[src/rtl/icache_fetch.sv]
// Direct-mapped instruction cache between the decoder fetch port and memctrl.
// One 32-bit word per line; misses fetch a single word via mc_req/mc_ready.
module icache_fetch #(
    parameter int INDEX_WIDTH = 6
) (
    input  logic        clk_in,
    input  logic        rst_in,
    input  logic        rdy_in,
    input  logic        clear,
    input  logic        if_enable,
    input  logic [31:0] if_addr,
    output logic        inst_ready,
    output logic [31:0] inst,
    output logic        mc_req,
    output logic [31:0] mc_addr,
    input  logic        mc_ready,
    input  logic [31:0] mc_data,
    output logic [31:0] hit_count,
    output logic [31:0] miss_count
);

    localparam int LINES = 1 << INDEX_WIDTH;
    localparam int TAG_W = 32 - INDEX_WIDTH - 2;

    typedef enum logic [1:0] {
        IDLE,
        MISS,
        DRAIN
    } state_t;

    state_t state_q, state_d;
    logic [LINES-1:0] valid_q, valid_d;
    logic [TAG_W-1:0] tag_q [LINES];
    logic [31:0] data_q [LINES];

    logic inst_ready_q, inst_ready_d;
    logic [31:0] inst_q, inst_d;
    logic mc_req_q, mc_req_d;
    logic [31:0] mc_addr_q, mc_addr_d;
    logic [31:0] hit_q, hit_d;
    logic [31:0] miss_q, miss_d;

    logic [INDEX_WIDTH-1:0] req_idx;
    logic [TAG_W-1:0] req_tag;
    logic [INDEX_WIDTH-1:0] fill_idx;
    logic [TAG_W-1:0] fill_tag;
    logic hit;
    logic fill_en;
    logic unused_addr_lsb;

    assign req_idx  = if_addr[INDEX_WIDTH+1:2];
    assign req_tag  = if_addr[31:INDEX_WIDTH+2];
    assign hit      = valid_q[req_idx] && (tag_q[req_idx] == req_tag);
    // The outstanding miss address doubles as the fill location.
    assign fill_idx = mc_addr_q[INDEX_WIDTH+1:2];
    assign fill_tag = mc_addr_q[31:INDEX_WIDTH+2];
    assign unused_addr_lsb = ^if_addr[1:0];

    always_comb begin
        state_d      = state_q;
        valid_d      = valid_q;
        inst_ready_d = inst_ready_q;
        inst_d       = inst_q;
        mc_req_d     = mc_req_q;
        mc_addr_d    = mc_addr_q;
        hit_d        = hit_q;
        miss_d       = miss_q;
        fill_en      = 1'b0;
        if (rdy_in) begin
            inst_ready_d = 1'b0;
            unique case (state_q)
                IDLE: begin
                    if (!clear && if_enable) begin
                        if (hit) begin
                            inst_ready_d = 1'b1;
                            inst_d       = data_q[req_idx];
                            hit_d        = hit_q + 32'd1;
                        end else begin
                            state_d   = MISS;
                            mc_req_d  = 1'b1;
                            mc_addr_d = {if_addr[31:2], 2'b00};
                            miss_d    = miss_q + 32'd1;
                        end
                    end
                end
                MISS: begin
                    if (mc_ready) begin
                        fill_en  = 1'b1;
                        mc_req_d = 1'b0;
                        state_d  = IDLE;
                        if (!clear) begin
                            inst_ready_d = 1'b1;
                            inst_d       = mc_data;
                        end
                    end else if (clear) begin
                        state_d = DRAIN;
                    end
                end
                DRAIN: begin
                    if (mc_ready) begin
                        fill_en  = 1'b1;
                        mc_req_d = 1'b0;
                        state_d  = IDLE;
                    end
                end
                default: state_d = IDLE;
            endcase
        end
        if (fill_en) begin
            valid_d[fill_idx] = 1'b1;
        end
    end

    always_ff @(posedge clk_in or posedge rst_in) begin
        if (rst_in) begin
            state_q      <= IDLE;
            valid_q      <= '0;
            inst_ready_q <= 1'b0;
            inst_q       <= '0;
            mc_req_q     <= 1'b0;
            mc_addr_q    <= '0;
            hit_q        <= '0;
            miss_q       <= '0;
        end else begin
            state_q      <= state_d;
            valid_q      <= valid_d;
            inst_ready_q <= inst_ready_d;
            inst_q       <= inst_d;
            mc_req_q     <= mc_req_d;
            mc_addr_q    <= mc_addr_d;
            hit_q        <= hit_d;
            miss_q       <= miss_d;
        end
    end

    // Tag/data storage needs no reset; the valid bits gate every lookup.
    always_ff @(posedge clk_in) begin
        if (fill_en) begin
            tag_q[fill_idx]  <= fill_tag;
            data_q[fill_idx] <= mc_data;
        end
    end

    assign inst_ready = inst_ready_q;
    assign inst       = inst_q;
    assign mc_req     = mc_req_q;
    assign mc_addr    = mc_addr_q;
    assign hit_count  = hit_q;
    assign miss_count = miss_q;

endmodule

[config.mk]
export PLATFORM = sky130hd
export DESIGN_NAME = icache_fetch
export DESIGN_NICKNAME = d
export VERILOG_FILES = /design/src/rtl/icache_fetch.sv
export SDC_FILE = /design/constraint.sdc
export NUM_CORES = 2
export LEC_CHECK = 0
export BUFFER_PORTS_ARGS = -buffer_cell sky130_fd_sc_hd__buf_2
export CAP_MARGIN = 15
export CORE_ASPECT_RATIO = 1.1
export CORE_MARGIN = 10
export CORE_UTILIZATION = 50
export DETAILED_ROUTE_END_ITERATION = 6
export PLACE_DENSITY = 0.67
export SLEW_MARGIN = 10
export SYNTH_ARGS = -nofsm -noshare
export SYNTH_HDL_FRONTEND = slang
export SYNTH_SLANG_ARGS = --single-unit
[constraint.sdc]
create_clock -name clk_in -period 7.8 [get_ports clk_in]
set_clock_uncertainty 0.15 [all_clocks]
set_input_delay 1.17 -clock clk_in [delete_from_list [all_inputs] [get_ports clk_in]]
set_output_delay 1.17 -clock clk_in [all_outputs]
set_load 0.01 [all_outputs]
==> metrics <==
status completed; Yosys warning count 0; pwr/cell area 280 nW/µm²; final antenna-violating net count 0; Synth async-reset ratio 0.0513; EDFF count, synth 3584; Area after DPL 152000 µm²; cells after synthesis 6304; adder-cell share of the synthesized area 0.000430; number of global-route vias before repair 71800; Synth Area in Simple Gates 0.0183; area grow syn2layout 13.2%; final net count 6825; die width 534 µm; max cap viols 0; Setup TNS 0 ps; post-synthesis mux area share 0.179; WL final 399000 µm; RSZ-0062 raised after global routing no; Vias per Instance 6.57; Netlist cell types 79; Metal-1 WL 149000 µm; Remaining DRCs 0; Synth Cell Area 145000 µm²; DR WL/cell 36.5 µm; fin crit period 6080 ps; row count 207; design area 165000 µm²; xor/xnor share of the synthesized area 0.00512; CP max FO 86; post-synth top area cell edfxtp_1; DR top layer met4; TritonRoute pass-1 iters 6; headroom to the max-slew limit 0.162; PortBufs 195; Clock transition at path regs 60 ps; CTS root buf clkbuf_16; Arrival @ worst endpoint 6720 ps; CTS tree done; DR iter-0 viols 10300; dpl cells 10200; Max Fclk 165 MHz; Finish-stage setup viols 0; fin crit share 0.779; crit end category register; Post-CTS Resized 0; metal3 WL 38600 µm; worst min-delay path category input port to async pin; total global-route track usage 0.251; Synth top area share 0.740; largest family of logic cells by synthesized area multiplexers; Synth Area in Compound Gates 0.0118; worst skew pair latency 980 ps; I/O pin count 200; Crit Path Category input port to register; post-synthesis sequential area ratio 0.773; required time worst endpoint 8440 ps; syn avg cell area 23.1 µm²; met2 wire len 196000 µm; kind of start point of the critical path input port; Worst Max-Slew Pin Slew 1250 ps; Detail Placement HPWL 205000 µm; Lkg Pwr 52.9 nW; CTS Buf Count 375; Design Power 46.1 mW; core area 289000 µm²; Initial Util 0.503; hold_buf cts 0; clk buf depth 4; H-tree Lvls 5; Die Y 586 µm; Cell Count, Final, Fillers Out 10900; Post-CTS Setup Repair Bufs 0; ys flop type edfxtp_1; full die area 313000 µm²; initial antenna violation count 14; layout cells sized above 1 0.317; Slew Viols, Final 0; Overflow after GRT 0; total clock sinks 3778; Hold Vio Cnt, Final 0; worst IR drop on VDD 0.382 mV; Routability Congestion 0.789; largest net degree at the start of global routing 149; DR vias 71800; Yosys reg bits 3778; first-pass GRT wire length 558000 µm; Area contributors post-synth edfxtp_1 (74%), mux4_2 (16%), dfrtp_1 (3.3%)
layout make-up:
cell class | instances | area (µm²)
fill | 20700 | 125000
clock inverter | 206 | 1960
clock buffer | 484 | 10100
multi-input combinational | 2176 | 31800
timing repair buffer | 394 | 3190
antenna | 6 | 15.0
tap | 3866 | 4840
inverter | 25 | 109
sequential | 3778 | 113000
through the flow:
stage | utilization | worst slack [ps] | hold WS, ps
6_report | 0.569 | 1720 | 153
5_1_grt | 0.569 | 1690 | 194
4_1_cts | 0.569 | 1860 | 168
3_5_place_dp | 0.527 | 880 | 297
3_3_place_gp | 0.527 | 915 | 295
2_1_floorplan | - | 1200 | 284
metal layers:
| layer | GRT usage | vias to the layer above |
|---|---|---|
| met1 | 0.346 | 39200 |
| li1 | - | 27600 |
| met2 | 0.409 | 4326 |
| met5 | 0 | - |
| met3 | 0.0449 | 731 |
| met4 | 0.0865 | 0 |
sequential cells by signal, indices dropped and copies added, names as in the netlist, 2 cells and up:
register	cells
inst	32
valid_q	64
state_q	2
tag_q	1536
hit_count	32
mc_addr	30
miss_count	32
data_q	2048
cells in the mapped netlist, types with 27 or more instances:
| cell | count |
|---|---|
| dfrtp_1 | 194 |
| a22oi_1 | 59 |
| clkbuf_1 | 132 |
| or2_2 | 65 |
| xnor2_1 | 27 |
| buf_2 | 127 |
| nand3_1 | 47 |
| nor2_1 | 110 |
| nand2_1 | 131 |
| mux2_2 | 110 |
| mux4_2 | 1012 |
| nor3_1 | 34 |
| buf_1 | 28 |
| edfxtp_1 | 3584 |
| a21oi_1 | 36 |
| xor2_1 | 58 |
| mux2i_1 | 193 |
final timing paths:
path | slack, ps | endpoint | start | cells after the start
setup / recovery | 1720 | inst[17]$_DFFE_PP0P_ | if_addr[2] | 14
hold / removal | 150 | inst_ready$_DFFE_PP0P_ | rst_in | 2
setup reg to reg | 2730 | inst[17]$_DFFE_PP0P_ | tag_q[29][4]$_DFFE_PP_ | 13
hold reg to reg | 310 | valid_q[34]$_DFFE_PP0P_ | valid_q[34]$_DFFE_PP0P_ | 1
max in group asynchronous | 5870 | mc_addr[19]$_DFFE_PP0P_ | rst_in | 3
min in group clk_in | 310 | valid_q[34]$_DFFE_PP0P_ | valid_q[34]$_DFFE_PP0P_ | 1
worst max-delay path: stages:
cell	delay [ps]
buf_12	470
nor2b_1	750
a22oi_1	220
a31oi_1	380
o31ai_1	160
o211ai_1	540
xnor2_1	250
or4_1	600
nor4_4	620
buf_4	290
a31o_2	200
nand3_4	80
buf_12	170
mux2_1	410
cells in the final DEF, fill, tap and decap left out, types with 14 or more instances in the layout:
cell type   instances
o21ai_0            23
clkinv_1           69
buf_12             53
mux4_2           1012
nor2_4             64
a21oi_1            36
buf_4             147
o211ai_1           16
mux2_2            110
clkinvlp_4         14
nor2_1             46
clkinv_2           74
dfrtp_2            21
clkbuf_16         379
nor2b_1            25
dfrtp_1           173
or2_2              65
mux2i_1           193
xor2_1             58
a211oi_1           14
and3_1             14
nand2_1           131
xnor2_1            27
clkbuf_1           81
inv_1              21
a221oi_1           14
edfxtp_1         3584
clkbuf_8           24
bufinv_16          21
a22oi_1            59
nand3_1            47
nor3_1             34
o22ai_1            18
buf_2             189
nand4_1            16
logic make-up after synthesis:
family,after synthesis
compound gates,243
xor+xnor,85
fa+ha+maj,5
buf+inv,351
flops,3778
mux,1328
other cells,1
simple gates,513
report_power, final:
group          switching, mW  total, mW  internal (mW)
Sequential             0.854       24.8           23.9
Clock                   7.75       17.7           9.93
Combinational           2.31       3.62           1.31
No activity file was read; power rests on OpenSTA's default activity.
